===== src/rtl/dvp_pkg.sv =====
// -----------------------------------------------------------------------------
// dvp_pkg
// Shared definitions for the DVP test-pattern transmitter:
//   - pattern select codes
//   - the eight RGB565 colour-bar constants and a lookup helper
//   - the frame-timing FSM state encoding
//   - common counter width for the horizontal / vertical counters
// -----------------------------------------------------------------------------
package dvp_pkg;

    // Width of h_cnt / v_cnt; large enough for any practical line length
    // or line count of this camera interface.
    localparam int CNT_W = 16;

    // Pattern codes carried on pattern_sel.
    localparam logic [1:0] PAT_BARS  = 2'd0;
    localparam logic [1:0] PAT_RAMP  = 2'd1;
    localparam logic [1:0] PAT_CHECK = 2'd2;
    localparam logic [1:0] PAT_SOLID = 2'd3;

    // Colour bars, left to right.
    localparam logic [15:0] BAR_WHITE   = 16'hFFFF;
    localparam logic [15:0] BAR_YELLOW  = 16'hFFE0;
    localparam logic [15:0] BAR_CYAN    = 16'h07FF;
    localparam logic [15:0] BAR_GREEN   = 16'h07E0;
    localparam logic [15:0] BAR_MAGENTA = 16'hF81F;
    localparam logic [15:0] BAR_RED     = 16'hF800;
    localparam logic [15:0] BAR_BLUE    = 16'h001F;
    localparam logic [15:0] BAR_BLACK   = 16'h0000;

    typedef enum logic [2:0] {
        ST_IDLE   = 3'd0,
        ST_SYNC   = 3'd1,
        ST_BACK   = 3'd2,
        ST_ACTIVE = 3'd3,
        ST_FRONT  = 3'd4
    } state_e;

    function automatic logic [15:0] bar_color(input logic [2:0] idx);
        logic [15:0] c;
        case (idx)
            3'd0:    c = BAR_WHITE;
            3'd1:    c = BAR_YELLOW;
            3'd2:    c = BAR_CYAN;
            3'd3:    c = BAR_GREEN;
            3'd4:    c = BAR_MAGENTA;
            3'd5:    c = BAR_RED;
            3'd6:    c = BAR_BLUE;
            default: c = BAR_BLACK;
        endcase
        return c;
    endfunction

endpackage


===== src/rtl/dvp_pattern_px.sv =====
// -----------------------------------------------------------------------------
// dvp_pattern_px
// Purely combinational pixel generator: maps an active-area coordinate and a
// pattern code to an RGB565 value. The caller registers the result.
//
// Ports:
//   x_i        active column (0 .. CAM_WIDTH-1)
//   y_i        active line   (0 .. CAM_HEIGHT-1)
//   pattern_i  pattern code (PAT_BARS / PAT_RAMP / PAT_CHECK / PAT_SOLID)
//   solid_i    RGB565 fill colour for PAT_SOLID
//   pixel_o    RGB565 pixel for (x_i, y_i)
// -----------------------------------------------------------------------------
module dvp_pattern_px
    import dvp_pkg::*;
#(
    parameter int CAM_WIDTH = 640
) (
    input  logic [CNT_W-1:0] x_i,
    input  logic [CNT_W-1:0] y_i,
    input  logic [1:0]       pattern_i,
    input  logic [15:0]      solid_i,
    output logic [15:0]      pixel_o
);

    localparam int BAR_W = CAM_WIDTH / 8;

    logic [CNT_W-1:0] bar_idx;
    logic [7:0]       gray;
    logic             unused_bits;

    // x is always below CAM_WIDTH, so the quotient fits in three bits.
    assign bar_idx = x_i / CNT_W'(BAR_W);

    // Ramp wraps every 256 columns; luminance spread over R, G, B fields.
    assign gray = x_i[7:0];

    assign unused_bits = ^{bar_idx[CNT_W-1:3], y_i[CNT_W-1:4], y_i[2:0]};

    always_comb begin
        pixel_o = 16'h0000;
        case (pattern_i)
            PAT_BARS:  pixel_o = bar_color(bar_idx[2:0]);
            PAT_RAMP:  pixel_o = {gray[7:3], gray[7:2], gray[7:3]};
            PAT_CHECK: pixel_o = (x_i[3] ^ y_i[3]) ? 16'hFFFF : 16'h0000;
            default:   pixel_o = solid_i;
        endcase
    end

endmodule


===== src/rtl/dvp_pattern_gen.sv =====
// -----------------------------------------------------------------------------
// dvp_pattern_gen
// Camera-side DVP transmitter producing OV2640-style frame/line timing and a
// selectable RGB565 test pattern. Stands in for the physical sensor during
// bring-up and for self-checking of downstream filters.
//
// Ports:
//   PCLK         pixel clock (only clock)
//   RST          synchronous reset, active-high
//   en           run request, sampled in IDLE and on the last frame cycle
//   pattern_sel  0 bars, 1 gray ramp, 2 checkerboard, 3 solid
//   solid_color  RGB565 fill for pattern 3
//   VSYNC        low during sync lines
//   HREF         high during active pixels of active lines
//   pixel_valid  same as HREF, qualifies pixel_out
//   pixel_out    RGB565 pixel, zero outside active pixels
//   busy         high whenever a frame is in progress
//   frame_done   one-cycle pulse on the last cycle of the frame
//
// Frame = SYNC (V_SYNC_LINES) + BACK (V_BACK_LINES) + ACTIVE (CAM_HEIGHT)
//       + FRONT (V_FRONT_LINES) line periods of CAM_WIDTH+H_BLANK cycles.
// -----------------------------------------------------------------------------
module dvp_pattern_gen
    import dvp_pkg::*;
#(
    parameter int CAM_WIDTH     = 640,
    parameter int CAM_HEIGHT    = 480,
    parameter int H_BLANK       = 144,
    parameter int V_SYNC_LINES  = 3,
    parameter int V_BACK_LINES  = 17,
    parameter int V_FRONT_LINES = 10
) (
    input  logic        PCLK,
    input  logic        RST,
    input  logic        en,
    input  logic [1:0]  pattern_sel,
    input  logic [15:0] solid_color,
    output logic        VSYNC,
    output logic        HREF,
    output logic        pixel_valid,
    output logic [15:0] pixel_out,
    output logic        busy,
    output logic        frame_done
);

    localparam int LINE_LEN = CAM_WIDTH + H_BLANK;
    localparam logic [CNT_W-1:0] H_LAST = CNT_W'(LINE_LEN - 1);

    // Control state
    state_e           state_q, state_d;
    logic [CNT_W-1:0] h_q, h_d;
    logic [CNT_W-1:0] v_q, v_d;

    // Per-frame pattern configuration
    logic [1:0]       pat_q, pat_d;
    logic [15:0]      solid_q, solid_d;

    // Registered outputs and their next values
    logic             vsync_q, vsync_d;
    logic             href_q, href_d;
    logic             busy_q, busy_d;
    logic             fdone_q, fdone_d;
    logic [15:0]      pix_q, pix_d;

    logic [15:0]      px_val;
    logic             line_end;
    logic             state_last_line;

    // Number of line periods spent in each timed state.
    function automatic logic [CNT_W-1:0] state_lines(input state_e s);
        logic [CNT_W-1:0] n;
        case (s)
            ST_SYNC:   n = CNT_W'(V_SYNC_LINES);
            ST_BACK:   n = CNT_W'(V_BACK_LINES);
            ST_ACTIVE: n = CNT_W'(CAM_HEIGHT);
            ST_FRONT:  n = CNT_W'(V_FRONT_LINES);
            default:   n = '0;
        endcase
        return n;
    endfunction

    // Last cycle of the whole frame. Without a front porch the frame ends
    // on the last cycle of the last active line.
    function automatic logic is_frame_last(input state_e s,
                                           input logic [CNT_W-1:0] h,
                                           input logic [CNT_W-1:0] v);
        logic last;
        if (V_FRONT_LINES > 0) begin
            last = (s == ST_FRONT) && (h == H_LAST) &&
                   (v == CNT_W'(V_FRONT_LINES - 1));
        end else begin
            last = (s == ST_ACTIVE) && (h == H_LAST) &&
                   (v == CNT_W'(CAM_HEIGHT - 1));
        end
        return last;
    endfunction

    // ---- state register ----------------------------------------------------
    always_ff @(posedge PCLK) begin
        if (RST) begin
            state_q <= ST_IDLE;
            h_q     <= '0;
            v_q     <= '0;
        end else begin
            state_q <= state_d;
            h_q     <= h_d;
            v_q     <= v_d;
        end
    end

    always_ff @(posedge PCLK) begin
        pat_q   <= pat_d;
        solid_q <= solid_d;
    end

    // ---- next-state logic --------------------------------------------------
    always_comb begin
        state_d         = state_q;
        h_d             = h_q;
        v_d             = v_q;
        pat_d           = pat_q;
        solid_d         = solid_q;
        line_end        = (h_q == H_LAST);
        state_last_line = (v_q == state_lines(state_q) - CNT_W'(1));

        if (state_q == ST_IDLE) begin
            h_d = '0;
            v_d = '0;
            if (en) begin
                state_d = ST_SYNC;
            end
        end else begin
            h_d = line_end ? '0 : h_q + CNT_W'(1);
            if (line_end) begin
                if (state_last_line) begin
                    v_d = '0;
                    case (state_q)
                        ST_SYNC:   state_d = (V_BACK_LINES > 0) ? ST_BACK : ST_ACTIVE;
                        ST_BACK:   state_d = ST_ACTIVE;
                        ST_ACTIVE: begin
                            if (V_FRONT_LINES > 0) begin
                                state_d = ST_FRONT;
                            end else begin
                                state_d = en ? ST_SYNC : ST_IDLE;
                            end
                        end
                        ST_FRONT:  state_d = en ? ST_SYNC : ST_IDLE;
                        default:   state_d = ST_IDLE;
                    endcase
                end else begin
                    v_d = v_q + CNT_W'(1);
                end
            end
        end

        // Pattern settings are frozen for the whole frame from SYNC entry.
        if ((state_d == ST_SYNC) && (state_q != ST_SYNC)) begin
            pat_d   = pattern_sel;
            solid_d = solid_color;
        end
    end

    // ---- pixel generator (fed from next-state coordinates) -----------------
    dvp_pattern_px #(
        .CAM_WIDTH (CAM_WIDTH)
    ) u_px (
        .x_i       (h_d),
        .y_i       (v_d),
        .pattern_i (pat_d),
        .solid_i   (solid_d),
        .pixel_o   (px_val)
    );

    // ---- output next values ------------------------------------------------
    // Decoded from next state so that the registered outputs line up with
    // the state the FSM is in, with pixel and HREF sharing the same register
    // stage.
    always_comb begin
        vsync_d = (state_d != ST_SYNC);
        href_d  = (state_d == ST_ACTIVE) && (h_d < CNT_W'(CAM_WIDTH));
        busy_d  = (state_d != ST_IDLE);
        fdone_d = is_frame_last(state_d, h_d, v_d);
        pix_d   = href_d ? px_val : 16'h0000;
    end

    // ---- output registers --------------------------------------------------
    always_ff @(posedge PCLK) begin
        if (RST) begin
            vsync_q <= 1'b1;
            href_q  <= 1'b0;
            busy_q  <= 1'b0;
            fdone_q <= 1'b0;
            pix_q   <= 16'h0000;
        end else begin
            vsync_q <= vsync_d;
            href_q  <= href_d;
            busy_q  <= busy_d;
            fdone_q <= fdone_d;
            pix_q   <= pix_d;
        end
    end

    assign VSYNC       = vsync_q;
    assign HREF        = href_q;
    assign pixel_valid = href_q;
    assign pixel_out   = pix_q;
    assign busy        = busy_q;
    assign frame_done  = fdone_q;

endmodule


===== config.mk =====
export PLATFORM = sky130hd
export DESIGN_NAME = dvp_pattern_gen
export DESIGN_NICKNAME = d
export VERILOG_FILES = /design/src/rtl/dvp_pkg.sv /design/src/rtl/dvp_pattern_px.sv /design/src/rtl/dvp_pattern_gen.sv
export SDC_FILE = /design/constraint.sdc
export NUM_CORES = 1
export LEC_CHECK = 0
export CORE_MARGIN = 2
export CORE_UTILIZATION = 45
export CTS_BUF_LIST = sky130_fd_sc_hd__clkbuf_8
export CTS_CLUSTER_DIAMETER = 100
export DETAILED_ROUTE_END_ITERATION = 16
export HOLD_SLACK_MARGIN = 0.05
export PLACE_DENSITY_LB_ADDON = 0.25
export SLEW_MARGIN = 20
export SYNTH_ARGS = -nofsm -noshare
export SYNTH_HDL_FRONTEND = slang
export SYNTH_SLANG_ARGS = --single-unit

===== constraint.sdc =====
create_clock -name PCLK -period 7.15 [get_ports PCLK]
set_input_delay 2.145 -clock PCLK [delete_from_list [all_inputs] [get_ports PCLK]]
set_output_delay 2.145 -clock PCLK [all_outputs]
set_load 0.05 [all_outputs]

Yosys cells after proc, flatten, opt, wreduce, memory -nomap -nowiden
Index checks and enable logic that the tools add are counted.
{"block": "classes", "n_addsub": 3, "n_mul": 0, "n_div": 1, "n_lt_le_gt_ge": 1, "eq_ne": 21, "shifts": 0, "muxes": 17, "bitwise": 2, "reduce_logical": 9}
{"op": "two-way mux 16 bit", "n": 7}
{"op": "one-hot mux 16 bit (7 select lines)", "n": 1}
{"op": "one-hot mux 16 bit (3 select lines)", "n": 1}
{"op": "one-hot mux 9 bit (4 select lines)", "n": 1}
{"op": "adder 16 x 1 -> 16 bit (second input constant)", "n": 2}
{"op": "== test 16 x 10 -> 1 bit (second input constant)", "n": 2}
{"op": "divider 16 x 7 -> 16 bit (second input constant)", "n": 1}
{"op": "== test 16 bit", "n": 1}
{"op": "== test 16 x 4 -> 1 bit (second input constant)", "n": 1}
{"op": "less-than comparator 16 x 10 -> 1 bit (second input constant)", "n": 1}
{"op": "subtractor 16 x 1 -> 16 bit (second input constant)", "n": 1}
{"op": "== test 3 x 2 -> 1 bit (second input constant)", "n": 5}
{"op": "== test 3 bit (second input constant)", "n": 5}
{"op": "two-way mux 3 bit", "n": 4}
{"op": "one-hot mux 3 bit (4 select lines)", "n": 1}
{"op": "== test 3 x 1 -> 1 bit (second input constant)", "n": 3}
{"op": "logical NOT 3 bit", "n": 2}
{"op": "!= test 3 x 1 -> 1 bit (second input constant)", "n": 2}
{"op": "logical AND 1 bit", "n": 4}
{"op": "nonzero test 3 bit", "n": 1}
{"op": "== test 2 x 1 -> 1 bit (second input constant)", "n": 1}
{"op": "== test 2 bit (second input constant)", "n": 1}
{"op": "logical NOT 2 bit", "n": 1}
{"op": "two-way mux 2 bit", "n": 1}
{"op": "other kinds (4)", "n": 4}
{"block": "word_totals", "reg_bits": 73, "latch_bits": 0, "ram_bits": 0, "rom_bits": 0, "inputBits": 21, "output_inout_bits": 21, "word_cells": 64, "mem_count": 0}

Longest topological paths before layout
{"block": "logic_depth", "ltp_word": 12, "mapped_depth": 21, "depth_no_buf": 19}

Hierarchy
Synthesis repeated with hierarchy kept, for this count alone.
{"block": "hier_totals", "cells_unflattened": 580, "hier_area_um2": 4762.1}
{"module": "dvp_pattern_gen", "n_inst": 1, "cells_each": 404, "area_each_um2": 3543.4, "seq_area_each_um2": 1461.4}
{"module": "dvp_pattern_px", "n_inst": 1, "cells_each": 176, "area_each_um2": 1218.7, "seq_area_each_um2": 0.0}

Least setup slack after synthesis
Ideal clock, no wire load.
{"block": "synth_timing", "path_kind": "register to register", "start": "register state_q[0]", "end": "register pix_q[0] (netlist: pixel_out[0])", "setup_ns": 0.088, "arrival_time_ns": 4.439, "required_ns": 7.062, "path_slack_ns": 2.623, "stages_incl_launch_ff": 22, "n_path_buf": 2, "synth_period_minus_slack_ns": 4.527, "path_cell_list": "dfxtp_1 > clkbuf_1 > buf_1 > xor2_1 > nand2_1 > ha_1 > and3_1 > ha_1 > xnor2_1 > nor4_1 > o2111ai_1 > nor2_1 > o2111ai_1 > nor4_1 > o211ai_1 > mux2i_1 > nand2_1 > a31oi_1 > nand3_1 > o21ai_0 > o31ai_2 > a211oi_1"}
{"block": "synth_via", "elab_chain_cells": 12, "word_cells_on_any_way": 42, "cone_classes": "1 x add/sub; 1 x div; 1 x order compare; 16 x eq/ne; 15 x mux; 2 x bitwise; 6 x reduce/logical"}
{"item": "start: declaration", "line_no": "dvp_pattern_gen.sv:50", "source": "state_e state_q, state_d;"}
{"item": "start signal: assignment", "line_no": "dvp_pattern_gen.sv:105", "source": "state_q <= state_d;"}
{"item": "parallel branches: the longest is 12 deep, another holds divider 16 x 7 -> 16 bit"}
{"item": "end signal: assignment", "line_no": "dvp_pattern_gen.sv:199", "source": "pix_q <= pix_d;"}
{"item": "end: declaration", "line_no": "dvp_pattern_gen.sv:63", "source": "logic [15:0] pix_q, pix_d;"}
Parallel ways; which one is timed is not known.
A chain may end at the register's enable or synchronous reset.

Final worst setup path
{"block": "layout_timing", "start": "register state_q[0]", "end": "register pix_q[2] (netlist: pixel_out[2])"}
Same word-level chain as after synthesis.

==> impl_metrics.json <==
{
  "outcome": "complete, no violations",
  "grt_max_degree": 20,
  "yosysMostFrequentCell": "dfxtp_1",
  "cts_buffers": 9,
  "initial_core_util_pct": 45.6,
  "critical_path_class": "flop to flop",
  "port-buffer-count": 41,
  "num_rows": 37,
  "die_h_um": 105,
  "cp_common_cell": "buf_4",
  "synth_fp_nets": 585,
  "vdd_drop_max_uv": 90.0,
  "hold_violations": 0,
  "yosys_warnings": 0,
  "rsz0062_at_grt": "false",
  "fin_crit_ns": 4.99,
  "hold_path.class": "flop to flop",
  "gp_congestion": 0.934,
  "fmax_mhz": 200,
  "grt_overflow": 0,
  "track_usage_pct": 20.3,
  "yosysSeqAreaShare_pct": 31.6,
  "final_nets": 602,
  "synth_edf_count": 0,
  "cts_sinks": 73,
  "synthesis.area_um2": 4620,
  "cts_tree": "built",
  "totalPowerFinal_uw": 846,
  "cp-start-kind": "flop",
  "drt_iter0_markers": 239,
  "root_buffer": "clkbuf_8",
  "slew_viol_final": 0,
  "required_ns": 7.41,
  "worstPathCellList": "xor2_1 > nand2_1 > ha_1 > and3_1 > ha_1 > xnor2_1 > nor4_1 > o2111ai_1 > nor2_1 > o2111ai_1 > nor4_1 > buf_4 > o211ai_1 > buf_4 > mux2i_1 > buf_4 > nand2_1 > a31oi_1 > nand3_1 > o21ai_0 > o31ai_2 > a211oi_1",
  "cp_max_fo": 19,
  "post_cts_buffers": 0,
  "crit_buf_inv": 3,
  "yosysUniqueCellTypes": 75,
  "synth_commonest_cells": "dfxtp_1 (73), nor2_1 (64), nand2_1 (36)",
  "hold_buffers": 0,
  "grt_pass1_vias": 3795,
  "grt_pass1_wl_mm": 18.5,
  "powerDensity_nw_per_um2": 162,
  "ctsResizeCount": 0,
  "htreeDepth": 3,
  "drtPass1Iterations": 5,
  "clkTransAtPathRegs_ns": 0.09,
  "area_growth_pct": 13.3,
  "drive_above_1_share_pct": 11.6,
  "cp_slowest_stage_delay_ns": 0.71,
  "tightest_slew_ns": 0.788,
  "crit_family": "compound AO/OA/AOI/OAI gates",
  "design_area_um2": 5240,
  "tns_ns": 0,
  "num-fill-cells": 965,
  "vias_per_cell": 5.84,
  "die_w_um": 105,
  "maxCapViolCount": 0,
  "leakage_uw": 0.00189,
  "setup-violations-final": 0,
  "syn_avg_cell_area_um2": 8.30,
  "routed_wl_mm": 11.0,
  "io-pin-count": 42,
  "ys_top_cells_by_area": "dfxtp_1 (32%), xor2_1 (5.5%), nor2_1 (5.2%)",
  "crit_path_end_kind": "flop",
  "syn-instance-count": 557,
  "dpl_cell_area_um2": 5050,
  "hpwl_mm": 8.15,
  "cts_buffer_depth": 2,
  "period_share_pct": 69.8,
  "clk_latency_ns": 0.36,
  "synth_area_leader_cell": "dfxtp_1",
  "synth-async-reset-ratio_pct": 0,
  "max_slew_margin_pct": 46.8,
  "ys_seq_elements": 73,
  "clock_skew_ns": 0.0101,
  "fp.dieArea_um2": 11100,
  "cp.arrival_ns": 5.24,
  "cpMaxStageDelayCell": "dfxtp_1",
  "antenna_found_initial": 0,
  "synth_top_area_share_pct": 31.6,
  "drc": 0,
  "vias": 4179,
  "coreArea_um2": 10100,
  "ant_nets": 0,
  "diodes": 0,
  "route.detailed.wl_per_inst_um": 15.4,
  "ys.flop_type": "dfxtp_1"
}
==> cell families (layout without fill, tap and decap cells) <==
logic type / Yosys count / after routing / synth area share [%]
flip-flops: 73 / 73 / 31.6
AO/OA/AOI/OAI: 117 / 117 / 19.3
AND/OR/NAND/NOR: 236 / 236 / 26.5
buffers and inverters: 47 / 69 / 4.73
XOR/XNOR: 52 / 52 / 10.0
adder cells (fa/ha/maj): 7 / 7 / 1.89
multiplexers: 25 / 25 / 5.93
==> routing by layer <==
layer / global-route usage [%] / share of wire (%) / vias up
met2: 31.0 / 44 / 111
met5: 0 / 0 / -
met4: 7.62 / 2.1 / 0
met1: 28.4 / 49 / 1950
li1: - / - / 2092
met3: 3.83 / 4.5 / 26
==> final timing paths <==
kind | from | end | slack, ns | depth (start not counted)
hold reg to reg | solid_q[9] | solid_q[9] | 0.48 | 1
setup / recovery | state_q[0] | pixel_out[2] | 2.16 | 22
setup reg to reg | state_q[0] | pixel_out[2] | 2.16 | 22
hold / removal | solid_q[9] | solid_q[9] | 0.48 | 1
==> sequential cells by signal (all words and copies together), names as in the netlist <==
signal      cells
state_q         3
pat_q           2
busy            1
HREF            1
v_q            16
frame_done      1
h_q            16
VSYNC           1
pixel_out      16
solid_q        16
==> cell usage in the layout, fill, tap and decap left out, types with 3 or more instances in the layout <==
| cell type | instances |
|---|---|
| dfxtp_1 | 73 |
| nor2_1 | 64 |
| clkdlybuf4s50_1 | 41 |
| nand2_1 | 36 |
| nor3_1 | 33 |
| nand3_1 | 32 |
| xor2_1 | 29 |
| a21oi_1 | 22 |
| xnor2_1 | 22 |
| mux2_2 | 19 |
| a211oi_1 | 19 |
| o21ai_0 | 13 |
| and3_1 | 10 |
| or3_1 | 9 |
| clkbuf_8 | 9 |
| nor4_1 | 8 |
| nand4_1 | 8 |
| o2111ai_1 | 8 |
| o211ai_1 | 7 |
| ha_1 | 7 |
| inv_1 | 6 |
| and2_1 | 6 |
| mux2i_1 | 6 |
| buf_4 | 6 |
| a31oi_1 | 4 |
| nor2b_1 | 4 |
| o41ai_1 | 4 |
| o22ai_1 | 4 |
| nand2b_1 | 3 |
| or2_2 | 3 |
| nand4_2 | 3 |
| o31ai_1 | 3 |
| inv_6 | 3 |
| clkinvlp_4 | 3 |
==> through the flow <==
step,setup slack (ns),utilization (%),cells,hold slack [ns]
detailed placement,2.27,49.8,699,0.462
finish,2.16,51.7,715,0.482
floorplan,2.62,-,557,0.450
CTS,2.23,51.7,715,0.481
global route,1.75,51.7,715,0.492
global placement,2.36,49.8,699,0.456
==> cell type report <==
type | count | area [µm²] | share of cell area (%)
clock inverter | 7 | 60.1 | 1.15
tap | 136 | 170 | 3.25
timing repair buffer | 47 | 455 | 8.70
clock buffer | 9 | 124 | 2.37
inverter | 6 | 22.5 | 0.430
multi-input combinational | 437 | 2940 | 56.2
sequential | 73 | 1460 | 27.9
==> report_power, final <==
group / switching [µW] / leakage (µW) / internal (µW)
Sequential: 6.43 / 0.000596 / 424
Combinational: 62.0 / 0.00121 / 46.3
Clock: 176 / 0.0000848 / 132
Total: 244 / 0.00189 / 602
Power figures use the tool's default switching activity.
